===== src/rtl/regfile_sequencer.sv =====
`default_nettype none
// ============================================================================
//  Module      : regfile_sequencer
//  Description : Command-driven initiator for an 8 x 16-bit register file.
//                Accepts LOAD / MOV / SWAP / CLEAR commands over a
//                valid/ready handshake and sequences them onto the register
//                file's single read port and single write port.
//  Ports       : clk, reset              - clock, async active-high reset
//                cmd_valid / cmd_ready   - command handshake (ready in IDLE)
//                cmd_op, cmd_rd, cmd_rs,
//                cmd_imm                 - command fields, latched on accept
//                done                    - one-cycle pulse after final write
//                writenum, write, data_in- register-file write port
//                readnum, data_out       - register-file read port
//  Revision    : 1.0 - initial release
// ============================================================================
module regfile_sequencer (
    input  logic        clk,
    input  logic        reset,
    input  logic        cmd_valid,
    output logic        cmd_ready,
    input  logic [1:0]  cmd_op,
    input  logic [2:0]  cmd_rd,
    input  logic [2:0]  cmd_rs,
    input  logic [15:0] cmd_imm,
    output logic        done,
    output logic [2:0]  writenum,
    output logic        write,
    output logic [2:0]  readnum,
    output logic [15:0] data_in,
    input  logic [15:0] data_out
);

    localparam logic [1:0] C_OP_LOAD  = 2'b00;
    localparam logic [1:0] C_OP_MOV   = 2'b01;
    localparam logic [1:0] C_OP_SWAP  = 2'b10;
    localparam logic [2:0] C_CNT_LAST = 3'd7;

    typedef enum logic [2:0] {
        S_IDLE  = 3'd0,
        S_LOAD  = 3'd1,
        S_MOV   = 3'd2,
        S_SWAP1 = 3'd3,
        S_SWAP2 = 3'd4,
        S_SWAP3 = 3'd5,
        S_CLR   = 3'd6,
        S_DONE  = 3'd7
    } state_t;

    state_t      r_state;
    state_t      w_next;
    logic [2:0]  r_rd;
    logic [2:0]  r_rs;
    logic [15:0] r_imm;
    logic [15:0] r_temp;
    logic [2:0]  r_count;
    logic        w_accept;

    assign w_accept = cmd_valid & cmd_ready;

    // The operation itself is held by the state register from the accept
    // edge onward, so only the operand fields need latching here.
    always_ff @(posedge clk or posedge reset) begin
        if (reset) begin
            r_state <= S_IDLE;
            r_rd    <= 3'd0;
            r_rs    <= 3'd0;
            r_imm   <= 16'd0;
            r_temp  <= 16'd0;
            r_count <= 3'd0;
        end else begin
            r_state <= w_next;
            if (w_accept) begin
                r_rd    <= cmd_rd;
                r_rs    <= cmd_rs;
                r_imm   <= cmd_imm;
                r_count <= 3'd0;
            end
            // Old R[rd] is parked here before SWAP2 overwrites it.
            if (r_state == S_SWAP1) begin
                r_temp <= data_out;
            end
            if (r_state == S_CLR) begin
                r_count <= r_count + 3'd1;
            end
        end
    end

    always_comb begin
        w_next    = r_state;
        cmd_ready = 1'b0;
        done      = 1'b0;
        write     = 1'b0;
        writenum  = 3'd0;
        readnum   = 3'd0;
        data_in   = 16'd0;
        case (r_state)
            S_IDLE: begin
                cmd_ready = 1'b1;
                if (cmd_valid) begin
                    case (cmd_op)
                        C_OP_LOAD: w_next = S_LOAD;
                        C_OP_MOV:  w_next = S_MOV;
                        C_OP_SWAP: w_next = S_SWAP1;
                        default:   w_next = S_CLR;
                    endcase
                end
            end
            S_LOAD: begin
                write    = 1'b1;
                writenum = r_rd;
                data_in  = r_imm;
                w_next   = S_DONE;
            end
            S_MOV: begin
                // Read and write in the same cycle: data_out passes straight
                // through to data_in. rd==rs rewrites the same value.
                readnum  = r_rs;
                write    = 1'b1;
                writenum = r_rd;
                data_in  = data_out;
                w_next   = S_DONE;
            end
            S_SWAP1: begin
                readnum = r_rd;
                w_next  = S_SWAP2;
            end
            S_SWAP2: begin
                readnum  = r_rs;
                write    = 1'b1;
                writenum = r_rd;
                data_in  = data_out;
                w_next   = S_SWAP3;
            end
            S_SWAP3: begin
                write    = 1'b1;
                writenum = r_rs;
                data_in  = r_temp;
                w_next   = S_DONE;
            end
            S_CLR: begin
                write    = 1'b1;
                writenum = r_count;
                if (r_count == C_CNT_LAST) begin
                    w_next = S_DONE;
                end
            end
            S_DONE: begin
                done   = 1'b1;
                w_next = S_IDLE;
            end
            default: begin
                w_next = S_IDLE;
            end
        endcase
    end

endmodule
`default_nettype wire


===== config.mk =====
export PLATFORM = sky130hd
export DESIGN_NAME = regfile_sequencer
export DESIGN_NICKNAME = d
export VERILOG_FILES = /design/src/rtl/regfile_sequencer.sv
export SDC_FILE = /design/constraint.sdc
export NUM_CORES = 1
export LEC_CHECK = 0
export CORE_ASPECT_RATIO = 1.4
export CORE_UTILIZATION = 44
export CTS_CLUSTER_SIZE = 28
export DETAILED_ROUTE_END_ITERATION = 8
export GPL_TIMING_DRIVEN = 0
export PLACE_DENSITY = 0.77
export SYNTH_ARGS = -nofsm -noshare
export SYNTH_HDL_FRONTEND = slang
export SYNTH_SLANG_ARGS = --single-unit

===== constraint.sdc =====
create_clock -name clk -period 1.6 [get_ports clk]
set_input_delay 0.4 -clock clk [delete_from_list [all_inputs] [get_ports clk]]
set_output_delay 0.4 -clock clk [all_outputs]
set_load 0.02 [all_outputs]

# Yosys cells after proc, flatten, opt, wreduce, memory -nomap -nowiden
# Index checks and enable logic that the tools add are counted.
# Widths: inputs -> output; s select.
[op_classes] n_eq_ne=12 n_bitwise=1 reduce_logical=8 n_addsub=1 mux=12
[op_table] op="$pmux 16 s3" count=1
[op_table] op="$pmux 3 s3" count=2
[op_table] op="$pmux 3 s6" count=1
[op_table] op="$eq 3x3->1 const B" count=5
[op_table] op="$mux 3" count=4
[op_table] op="$eq 3x2->1 const B" count=2
[op_table] op="$pmux 3 s2" count=1
[op_table] op="$reduce_or 3->1" count=2
[op_table] op="$reduce_or 5->1" count=1
[op_table] op="$add 3x1->3 const B" count=1
[op_table] op="$eq 3x1->1 const B" count=1
[op_table] op="$logic_not 3->1" count=1
[op_table] op="$mux 1" count=3
[op_table] op="$eq 2x1->1 const B" count=1
[op_table] op="$eq 2x2->1 const B" count=1
[op_table] op="$logic_not 2->1" count=1
[op_table] op="$ne 2x1->1 const B" count=1
[op_table] op="$ne 2x2->1 const B" count=1
[op_table] op="$reduce_and 2->1" count=1
[op_table] op="$reduce_bool 2->1" count=1
[op_table] op="$reduce_or 2->1" count=1
[op_table] op="$and 1x1->1" count=1
[word_totals] out_inout_bits=25 regBits=44 wordCells=40 inputBits=43

# Logic depth before layout (Yosys ltp)
# Gate-level depths: netlist of run 1.
[logic_depth] word_depth=5 ltp_mapped=6 depth_no_buf=4

# Worst setup path before layout of run 1
# Ideal clock, no wire load.
[synth_timing] path_kind="flip-flop to output port" startpoint="register r_state[1]" endpoint="output write" slack_ps=-332 t_arrival_ps=1532 required_time_ps=1200 n_path_buf=1 path_stages_with_launch=4 path_cell_list="dfrtp_1 clkbuf_1 nor3_1 nor2_1"
[synth_between] elab_chain_len=3 elab_cells_between_ends=7 cone_classes="eq/ne: 5; mux: 1; reduce/logical: 1"
[synth_lines] element="start: declaration" line_no="50" text="state_t r_state;"
[synth_lines] element="start signal: assignment" line_no="72" text="r_state <= w_next;"
[synth_lines] element="$eq 3x3->1 (tied with other cells)" line_no="97" text="case (r_state)"
[synth_lines] element="$reduce_or 5->1 (no line) (*)"
[synth_lines] element="$mux 1 (*)" line_no="97"
[synth_lines] element="end: declaration" line_no="28" text="output logic write,"
# Mark *: on every way between the ends. The rest lies on a longest branch, timed or not.

# Worst setup path after layout of run 1
[layout_timing] startpoint="register r_state[2]" endpoint="output data_in[10]"
[layout_between] elab_chain_len=3 elab_cells_between_ends=6 cone_classes="eq/ne: 4; mux: 1; reduce/logical: 1"
[layout_lines] element="$eq 3x3->1 or $eq 3x2->1 (tied branches)" line_no="97"
[layout_lines] element="$reduce_or 2->1 (no line)"
[layout_lines] element="$pmux 16 s3 (*)" line_no="97"
[layout_lines] element="end: declaration" line_no="30" text="output logic [15:0] data_in,"
# Marks and branches as above.

==> results list, run 1 <==
* Clock root buffer: sky130_fd_sc_hd__clkbuf_8
* Effective utilization at floorplan: 0.457
* Fin cells: 375
* Per-instance average area after synthesis: 11.7 um2
- The largest single stage delay on the critical path is 0.38 ns.
- HPWL after detailed placement: 4.42 mm
- The share of total power dissipated in sequential elements is 0.260.
- Cell internal power was estimated by the tool at 4.91 mW.
- First-pass GRT wire length: 11.9 mm
- Quantity of hold-fixing buffers added after cts: 0
- Seq/Total Area, Yosys: 0.436
- For this design the top-level I/O count stands at 68.
- Site row count: 32
* CP top delay family: buffers and inverters
- Post-DR wirelength/cell: 20.3 um
* Synthesis-stage register bit count: 44
* Post-layout instance area: 3910 um2
- Clock share of power: 0.089
- Result of the run: finished with violations
- Final count of negative-setup-slack endpoints: 47
* Dpl cell area: 3360 um2
- After detailed placement, the design holds a cell count of 352.
* Die height: 91.7 um
* Critical Path Stages: 7
* CP Class: flop to output pin
- The tool flagged a number of max-cap violations equal to 0.
* Cell count after synthesis: 216
- The routed design has 7.63 mm of wire.
- Mapped Nets: 261
* Number of input and output port buffers inserted: 67
- Measured against its own limit, the worst slew margin works out to 0.801.
- Overall die area: 6060 um2
* Critical-path cell list: buf_6 > buf_6 > nor3b_4 > buf_6 > a22oi_2 > nand2_1 > buf_6
- Failing checks: setup timing
* CP Data Arrival Time: 1.74 ns
- Of the available clock period, the critical path in the final layout requires 1.34.
* Overflow after GRT: 0
- The H-tree was split into 2 levels.
- TritonCTS built the clock tree.
- Power spread over the standard cell area amounts to 2080 nW/um2.
- After layout, the worst setup slack is -0.537 ns.
- Setup repair after global routing missed its margin: yes
- Count of synthesis-stage warnings from yosys: 0
* Die width: 66.1 um
- STA classifies the critical path endpoint as an output pin.
- Final hold violation count: 0
- Post-layout min period: 2.14 ns
- Worst path slowest cell: sky130_fd_sc_hd__dfrtp_1
- The clock passes through at most 2 buffers.
- Library cells used by synthesis: 33
- Worst-path fanout max: 7
- 1st-iter DRT viols: 175
- Derived from the worst setup path, the maximum achievable clock frequency is 0.468 GHz.
- The later pin in the worst-skew pair is clocked with a latency of 0.30 ns.
* Psw: 3.22 mW
* Routability cong.: 0.753
* Fraction of power consumed by combinational cells: 0.650
- Type of element launching the critical path: flop
* Total clock buffers created by CTS: 5
- Counting both buffers and inverters, the worst setup path holds a total of 4.
* Class of the tightest hold or removal check: primary input to asynchronous set/reset pin
* Most frequent cells in the layout: sky130_fd_sc_hd__clkdlybuf4s50_1 (42), sky130_fd_sc_hd__dfrtp_1 (42), sky130_fd_sc_hd__buf_6 (35)
- Of the total power, the share spent switching nets is 0.396.
- The cell that appears most often on the critical path is sky130_fd_sc_hd__buf_6.
- In this run the standard cell core region covers 5530 um2.
* Largest net degree at the start of global routing: 37
- Clock-pin slew of the registers on the worst-case setup and hold paths: 0.08 ns
- Mapped Area: 2530 um2
- The number of antenna violations at the first check in global routing was 0.
* Number of vias per cell: 5.82
- The clock drives 44 sinks.
- The detail route stage leaves a number of antenna-violating nets equal to 0.
- Post-route DRC: 0
* Number of nets in the finished design: 351
- Measured in cells, the most critical reg-to-reg path has a length of 7.
- In the global route stage, overall resource usage came out at 0.263.
- Required time of the worst setup path: 1.20 ns
- Final hold slack: 0.345 ns
- In the final layout, the share of cells above drive strength 1 is 0.485.
- Relative to the synthesized area, the layout overhead comes to 54.8%.
- Summing over every cut layer, the via total after detailed routing is 2182.
- For this run, the detailed router's first-pass iteration total came to 4.
- Worst Clk Skew: 0.00518 ns
- Maximum ir drop on the vdd rail: 0.944 mV
* Inserted Diodes: 0
- Standby leakage power: 1.76 nW
- Vias in the first global route: 2263
* Pins over their slew limit: 0
* Actual slew at the worst max-slew pin: 0.298 ns
synth_stat cells:
master	count	area (um2)
sky130_fd_sc_hd__nand2_1	17	63.8
sky130_fd_sc_hd__nor2b_1	4	25.0
sky130_fd_sc_hd__nand2b_1	1	6.26
sky130_fd_sc_hd__xor2_1	1	8.76
sky130_fd_sc_hd__buf_2	8	40.0
sky130_fd_sc_hd__mux2_4	30	450
sky130_fd_sc_hd__inv_2	1	3.75
sky130_fd_sc_hd__buf_1	1	3.75
sky130_fd_sc_hd__dfrtp_1	44	1100
sky130_fd_sc_hd__nor3b_2	1	12.5
sky130_fd_sc_hd__o21ai_0	4	20.0
sky130_fd_sc_hd__mux2_2	24	270
sky130_fd_sc_hd__nand2_4	1	11.3
sky130_fd_sc_hd__a22oi_1	18	135
sky130_fd_sc_hd__clkbuf_1	5	18.8
sky130_fd_sc_hd__o22ai_1	2	12.5
sky130_fd_sc_hd__and3_1	2	12.5
sky130_fd_sc_hd__nor3_1	1	5.00
sky130_fd_sc_hd__inv_1	2	7.51
sky130_fd_sc_hd__a21oi_1	11	55.1
sky130_fd_sc_hd__a32o_1	1	10.0
sky130_fd_sc_hd__a211o_1	1	8.76
sky130_fd_sc_hd__ha_1	2	25.0
sky130_fd_sc_hd__nor2_1	3	11.3
sky130_fd_sc_hd__nand3_1	17	85.1
sky130_fd_sc_hd__xnor2_1	1	8.76
sky130_fd_sc_hd__o211ai_1	1	7.51
sky130_fd_sc_hd__buf_6	3	33.8
sky130_fd_sc_hd__nor2_2	1	6.26
sky130_fd_sc_hd__and2_1	2	12.5
sky130_fd_sc_hd__a22o_1	3	26.3
sky130_fd_sc_hd__mux2i_1	2	20.0
sky130_fd_sc_hd__or3b_2	1	8.76
registers in the layout (all words and copies together) (netlist names):
signal	count
r_imm	16
r_rd	3
r_state	3
r_count	3
r_rs	3
r_temp	16
path summary, 6_finish.rpt:
check	slack (ns)	startpoint	endpoint
setup / recovery	-0.54	r_state[2]	data_in[10]
hold / removal	0.34	reset	r_rd[0]
setup reg to reg	-0.19	r_state[0]	r_imm[11]
hold reg to reg	0.51	r_temp[13]	r_temp[13]
max in group asynchronous	0.78	reset	r_state[0]
min in group clk	0.51	r_temp[13]	r_temp[13]
kinds of logic (layout without fill, tap and decap cells):
group                      count (synthesis)  after routing  share of synthesized area
AOI/OAI and AO/OA                         41             41                      0.109
and+or+nand+nor                           51             51                      0.103
buffers and inverters                     20            111                     0.0426
xor gates and xnor gates                   2              2                    0.00693
DFF                                       44             44                      0.436
adders and majority gates                  2              2                    0.00990
muxes                                     56             56                      0.293
per-stage QoR:
stage	power, mW	worst slack (ns)	utilization	TNS, ns
2_1_floorplan	4.85	-0.0815	-	-0.361
3_3_place_gp	6.15	-0.874	0.604	-57.66
3_5_place_dp	6.27	-0.884	0.608	-24.40
4_1_cts	7.77	-0.523	0.700	-14.01
5_1_grt	8.54	-0.568	0.708	-16.13
6_report	8.13	-0.537	0.708	-14.04
per-layer routing:
metal / GRT usage / vias to the layer above / part of all wire
li1: - / 974 / -
met4: 0.106 / 0 / 0.032
met3: 0.0460 / 22 / 0.055
met1: 0.331 / 1080 / 0.39
met5: 0 / - / 0
met2: 0.440 / 106 / 0.52
worst reg2reg max path, cell delays in order (launching register included):
cell and delay [ns]:
sky130_fd_sc_hd__dfrtp_2 0.47, sky130_fd_sc_hd__buf_6 0.14, sky130_fd_sc_hd__nor2_4 0.10, sky130_fd_sc_hd__buf_6 0.14, sky130_fd_sc_hd__and3_4 0.26, sky130_fd_sc_hd__buf_12 0.14
sky130_fd_sc_hd__buf_12 0.12, sky130_fd_sc_hd__mux2_4 0.30
timing repair:
item                                    in CTS  in global routing
cloned                                       4                  0
buffers inserted                            12                  5
endpoints found under the setup margin      51                 57
resized for setup                          201                 18
pin swaps                                   22                 10
power by group through the flow:
stage                     logic (mW)  registers, mW  clock network [mW]
after global placement          4.15           2.00                   0
after floorplan                 2.93           1.92                   0
after detailed placement        4.22           2.05                   0
final                           5.29           2.12               0.726
after CTS                       4.98           2.06               0.728
after global routing            5.59           2.17               0.782
cell type report:
type,instances,area [um2]
buffer,14,178
fill,376,1610
timing repair buffer,86,950
inverter,3,11.3
clock buffer,8,90.1
sequential,44,1100
tap,68,85.1
multi-input combinational,152,1490
Note: power is estimated with default switching activity, not from simulation.
==> run 2: changes to the inputs <==
CELL_PAD_IN_SITES_DETAIL_PLACEMENT = 0   (was default)
CELL_PAD_IN_SITES_GLOBAL_PLACEMENT = 1   (was default)
CORE_UTILIZATION = 34   (was 44)
PLACE_DENSITY = default   (was 0.77)
PLACE_DENSITY_LB_ADDON = 0.1   (was default)
==> results list, run 2 (synthesis gave the netlist of run 1 again) <==
- Result of the run: finished with violations
* Failing checks: setup timing
- Element type at the critical path end: output pin
- I/O pin cnt: 68
- Fraction of power consumed by combinational cells: 0.648
- Sink Count: 44
* Required time of the worst setup path: 1.20 ns
- Total number of H-tree levels: 2
* Class of the tightest hold or removal check: primary input to asynchronous set/reset pin
- Wire length on met1: 3.02 mm
* Final hold slack: 0.312 ns
- Setup violations remaining at the end of the flow were counted as 47.
- Entering global routing, the biggest net connects 39 pins.
* Pins over their slew limit: 0
- For the pin with the worst max-slew slack, the measured transition is 0.227 ns.
- Cell seen most often among critical-path stages: sky130_fd_sc_hd__buf_6
- Power density relative to cell area: 2090 nW/um2
- On the final layout, the worst clock skew is 0.00983 ns.
- Of the total power, the share spent switching nets is 0.376.
* Max Used Layer: met4
- The largest individual stage delay along the critical path comes from the cell sky130_fd_sc_hd__dfrtp_1.
- In this run the tightest slew margin relative to its limit is 0.848.
- Fin cells: 407
* HPWL after detailed placement: 4.58 mm
* Signed area change from the synthesized netlist to the final layout: 61.8%
- The first global-routing pass estimated 11.1 mm of wire.
* Clock tree from TritonCTS: done
- Number of antenna violations at the first check in global routing: 0
- Final hold violation count: 0
* Vias in the first global route: 2137
* Total power after layout: 8.53 mW
- Overflow after GRT: 0
- Placeable core area: 7070 um2
- Fraction of final layout cells with drive strength greater than 1: 0.535
* Insertion delay to the later sink of the worst-skew pair: 0.30 ns
* Number of nets in the finished design: 356
- Number of input and output port buffers inserted: 67
* Maximum Capacitance Violations: 0
- In this design, the stage delay of the slowest critical-path cell is 0.39 ns.
- The largest registers in the layout are r_imm: 16 flops, r_temp: 16 flops.
- The die is 74.9 um wide.
- Met3 routed WL: 256 um
- Setup ws final: -0.482 ns
- The analysis attributes to net switching a power of 3.21 mW.
- Along the worst path, the maximum fanout reaches 8.
* Via Count: 2044
* Type of element launching the critical path: flop
* Setup WS pre-CTS: -0.905 ns
* 1st-iter DRT viols: 59
- Across every metal layer, demand over resource in global routing totals 0.187.
- Routed wl met2: 3.78 mm
* Most frequent cells in the layout: sky130_fd_sc_hd__mux2_4 (43), sky130_fd_sc_hd__clkdlybuf4s50_1 (42), sky130_fd_sc_hd__dfrtp_1 (42)
- After layout, the minimum clock period comes to 2.08 ns.
- Inserted Diodes: 0
* Clock share of power: 0.107
* Effective utilization at floorplan: 0.357
- Of the available clock period, the critical path in the final layout requires 1.30.
* Internal power summed over all cells: 5.32 mW
- Setup repair after global routing missed its margin: yes
* Post-route DRC: 0
- The finished cells cover 4090 um2.
* Site row count: 36
- Summed over all layers, the routed wires come to 7.12 mm.
- In the final routed layout, each cell accounts on average for 17.5 um.
- Summing all placed instances gives a cell area of 3390 um2.
- Data on the critical path arrives at its endpoint at 1.68 ns.
- The congestion estimate from routability-driven global placement came to 0.735.
- Most common cell after layout, fill and taps aside: sky130_fd_sc_hd__mux2_4
- CP Class: flop to output pin
- The signal on the critical path passes through buf_6 > clkbuf_16 > mux2_4 > a22oi_2 > nand2_1 > buf_6.
* Overall die area: 7790 um2
* Combined buffer and inverter count along the critical path: 3
- Clock tree synthesis selected as its root buffer the cell sky130_fd_sc_hd__clkbuf_8.
- Share of power burned in registers: 0.244
* Die height: 104 um
* Max Clk Rate: 0.480 GHz
* Length of the first detailed-routing pass in iterations: 4
- Number of placed instances with taps included: 379
- Clock-pin slew was measured on the worst setup and hold paths at 0.09 ns.
- CP top delay family: buffers and inverters
- Number of vias per cell: 5.02
* Number of buffers on the longest clock path: 2
* Maximum ir drop on the vdd rail: 1.03 mV
* Standby leakage power: 1.86 nW
- Antenna viol nets, final: 0
- Total clock buffers created by CTS: 5
-- run 2: stage by stage --
step                TNS, ns  utilization
CTS                  -12.68        0.541
global route         -15.79        0.578
floorplan            -0.361            -
global placement     -63.21        0.477
finish               -13.82        0.578
detailed placement   -24.97        0.480
-- run 2: layout make-up --
type                            instances  area (um2)
Multi-Input combinational cell        152        1580
Fill cell                             611        2980
Inverter                                3        11.3
Clock inverter                          2        38.8
Tap cell                               95         119
Sequential cell                        44        1100
Clock buffer                            6        82.6
Buffer                                 12         145
Timing Repair Buffer                   93        1010
-- run 2: worst paths after layout --
| kind | startpoint | to | slack, ns | depth (start not counted) |
|---|---|---|---|---|
| max | r_state[2] | data_in[1] | -0.48 | 6 |
| min | reset | r_rs[2] | 0.31 | 2 |
| max reg2reg | r_state[1] | r_rd[1] | -0.22 | 7 |
| min reg2reg | r_temp[12] | r_temp[12] | 0.52 | 1 |
| max in group asynchronous | reset | r_state[0] | 0.82 | 3 |
| min in group clk | r_temp[12] | r_temp[12] | 0.52 | 1 |
-- run 2: timing repair --
item                                    in CTS  in global routing
gates resized for setup                    173                 65
endpoints found under the setup margin      47                 47
setup buffers                               13                 11
hold buffers                                 0                  0
gates cloned                                 2                  2
pin swaps                                    7                 18
-- run 2: power groups by stage --
stage | sequential (mW) | combinational (mW) | clock, mW
2_1_floorplan | 1.92 | 2.93 | 0
3_3_place_gp | 2.03 | 4.21 | 0
3_5_place_dp | 2.04 | 4.25 | 0
4_1_cts | 2.08 | 4.69 | 0.933
5_1_grt | 2.15 | 5.89 | 0.982
6_report | 2.08 | 5.53 | 0.916
-- run 2: per-layer routing --
metal | vias to the layer above | GRT usage
met3 | 4 | 0.0310
li1 | 975 | -
met2 | 48 | 0.321
met5 | - | 0
met4 | 0 | 0.0404
met1 | 1017 | 0.241
==> run 3: changes to the inputs <==
CORE_ASPECT_RATIO = 1.2   (was 1.4)
CORE_UTILIZATION = 35   (was 34)
CTS_BUF_LIST = sky130_fd_sc_hd__clkbuf_8   (was default)
==> results list, run 3 (synthesis gave the netlist of run 1 again) <==
- Number of vias per cell: 5.04
- Cells on worst reg2reg path: 7
- Signed area change from the synthesized netlist to the final layout: 57.7%
- Power density relative to cell area: 2030 nW/um2
* Worst-path fanout max: 5
- The worst setup path is launched from a flop.
* Final count of negative-setup-slack endpoints: 47
- The tree is rooted in a sky130_fd_sc_hd__clkbuf_8.
- The die covers 7570 um2.
* Fraction of final layout cells with drive strength greater than 1: 0.506
- Met3 Resource Use GR: 0.0344
- Based on the critical path, the design can be clocked at up to 0.471 GHz.
- Clock-pin slew of the registers on the worst-case setup and hold paths: 0.09 ns
- Total number of H-tree levels: 2
- Quantity of hold-fixing buffers added after cts: 0
* Via Count: 2011
- IR analysis of the VDD net gives a maximum drop of 1.02 mV.
- Final hold slack: 0.366 ns
* Length of the first detailed-routing pass in iterations: 4
- Clock tree from TritonCTS: done
- Die height: 95.1 um
- Post-route DRC: 0
- Result of the run: finished with violations
* Routability cong.: 0.695
- Measured on the finished design, the core utilization comes to 0.578.
- STA classifies the critical path endpoint as an output pin.
- Total clock buffers created by CTS: 5
- Maximum Capacitance Violations: 0
- Largest registers: r_imm: 16 flops, r_temp: 16 flops
- The detail route stage leaves a number of antenna-violating nets equal to 0.
* Post-DR wirelength/cell: 16.7 um
* Worst Clk Skew: 0.00282 ns
* Setup ws final: -0.523 ns
- Area used by multi-input combinational logic: 1500 um2
* Largest net degree at the start of global routing: 33
* HPWL after detailed placement: 4.32 mm
- Headroom to the max-slew limit came out at 0.791.
- Number of buffers on the longest clock path: 2
- Inserted Diodes: 0
- Sink Count: 44
- Most congested layer reported by global routing: met2
- Post-layout min period: 2.12 ns
- CP Data Arrival Time: 1.72 ns
* Overall routed net length: 6.67 mm
- Input and output buffers added on the ports amount to 67.
- I/O pin cnt: 68
* Actual slew at the worst max-slew pin: 0.314 ns
- The final hold violation count is 0.
- Standby leakage power: 1.81 nW
- Die width: 79.6 um
- The tightest min-delay check is of the primary input to asynchronous set/reset pin type.
- For met1 alone, demand over resource in global routing was 0.252.
- At the worst endpoint, the required time is 1.20 ns.
* Final cycle utilization of the critical path: 1.33
- The initialized floorplan defines 33 standard-cell rows.
* Failing checks: setup timing
* Placeable core area: 6900 um2
- After filler insertion, the fill cell instance count of the layout stands at 592.
- The first global-routing pass estimated 10.8 mm of wire.
* Setup repair after global routing missed its margin: yes
- The setup path with the least slack is of type flop to output pin.
- Combined flip-flop and latch cell area: 1100 um2
* Met2 track demand over resource: 0.317
- Number of nets in the finished design: 356
- The via count of the first global-routing pass was 2110.
* Effective utilization at floorplan: 0.367
- The max-slew violation total from the final report came to 0.
* Global routing usage summed across all routing layers: 0.188
* Overflow after GRT: 0
* Dpl cell area: 3380 um2
- The clock reaches the later pin of the worst-skew pair after 0.29 ns.
* 1st-iter DRT viols: 71
- The number of antenna violations at the first check in global routing is 0.
* Post-layout instance area: 3990 um2
- The library cells used most frequently in the layout, excluding fill and tap cells, are sky130_fd_sc_hd__clkdlybuf4s50_1 (42), sky130_fd_sc_hd__dfrtp_1 (42), sky130_fd_sc_hd__mux2_4 (32).
-- run 3: through the flow --
| stage | setup WS (ns) | instances | TNS (ns) | power, mW |
|---|---|---|---|---|
| CTS | -0.487 | 396 | -14.11 | 7.57 |
| global route | -0.569 | 399 | -16.20 | 8.59 |
| global placement | -0.897 | 370 | -62.66 | 6.23 |
| detailed placement | -0.896 | 371 | -23.94 | 6.25 |
| finish | -0.523 | 399 | -14.51 | 8.11 |
| floorplan | -0.0815 | 216 | -0.361 | 4.85 |
-- run 3: timing repair --
item / in CTS / in global routing
gates cloned: 3 / 0
setup endpoints to repair: 46 / 57
gates resized for setup: 171 / 48
pin swaps: 10 / 14
setup buffers: 15 / 6
-- run 3: routing by layer --
metal	vias up	wire length [um]
li1	970	-
met1	988	3040
met2	48	3270
met3	5	291
met4	0	59
met5	-	0
-- run 3: where the power goes --
group / total (mW) / internal (mW) / switching [mW]
sequential: 2.08 / 1.67 / 0.405
combinational: 5.18 / 2.91 / 2.28
clock: 0.852 / 0.458 / 0.394
total: 8.11 / 5.04 / 3.07
-- run 3: final cells by class --
class                           count  area share
Clock buffer                        5      0.0173
Multi-Input combinational cell    152       0.376
Timing Repair Buffer               91       0.242
Clock inverter                      3     0.00973
Buffer                             14      0.0477
Inverter                            3     0.00345
Sequential cell                    44       0.277
Tap cell                           87      0.0273
-- run 3: path summary, 6_finish.rpt --
path	slack, ns	end	from
setup / recovery	-0.52	data_in[7]	r_state[0]
hold / removal	0.37	r_imm[13]	reset
setup reg to reg	-0.22	r_imm[13]	r_state[1]
hold reg to reg	0.51	r_temp[13]	r_temp[13]
max in group asynchronous	0.75	r_state[1]	reset
min in group clk	0.51	r_temp[13]	r_temp[13]
-- run 3: critical path: stages, from the launching register on --
cell                      delay [ns]
sky130_fd_sc_hd__dfrtp_2        0.48
sky130_fd_sc_hd__buf_6          0.14
sky130_fd_sc_hd__nor3b_4        0.31
sky130_fd_sc_hd__buf_6          0.18
sky130_fd_sc_hd__buf_6          0.09
sky130_fd_sc_hd__a22oi_2        0.04
sky130_fd_sc_hd__nand2_2        0.07
sky130_fd_sc_hd__buf_6          0.11
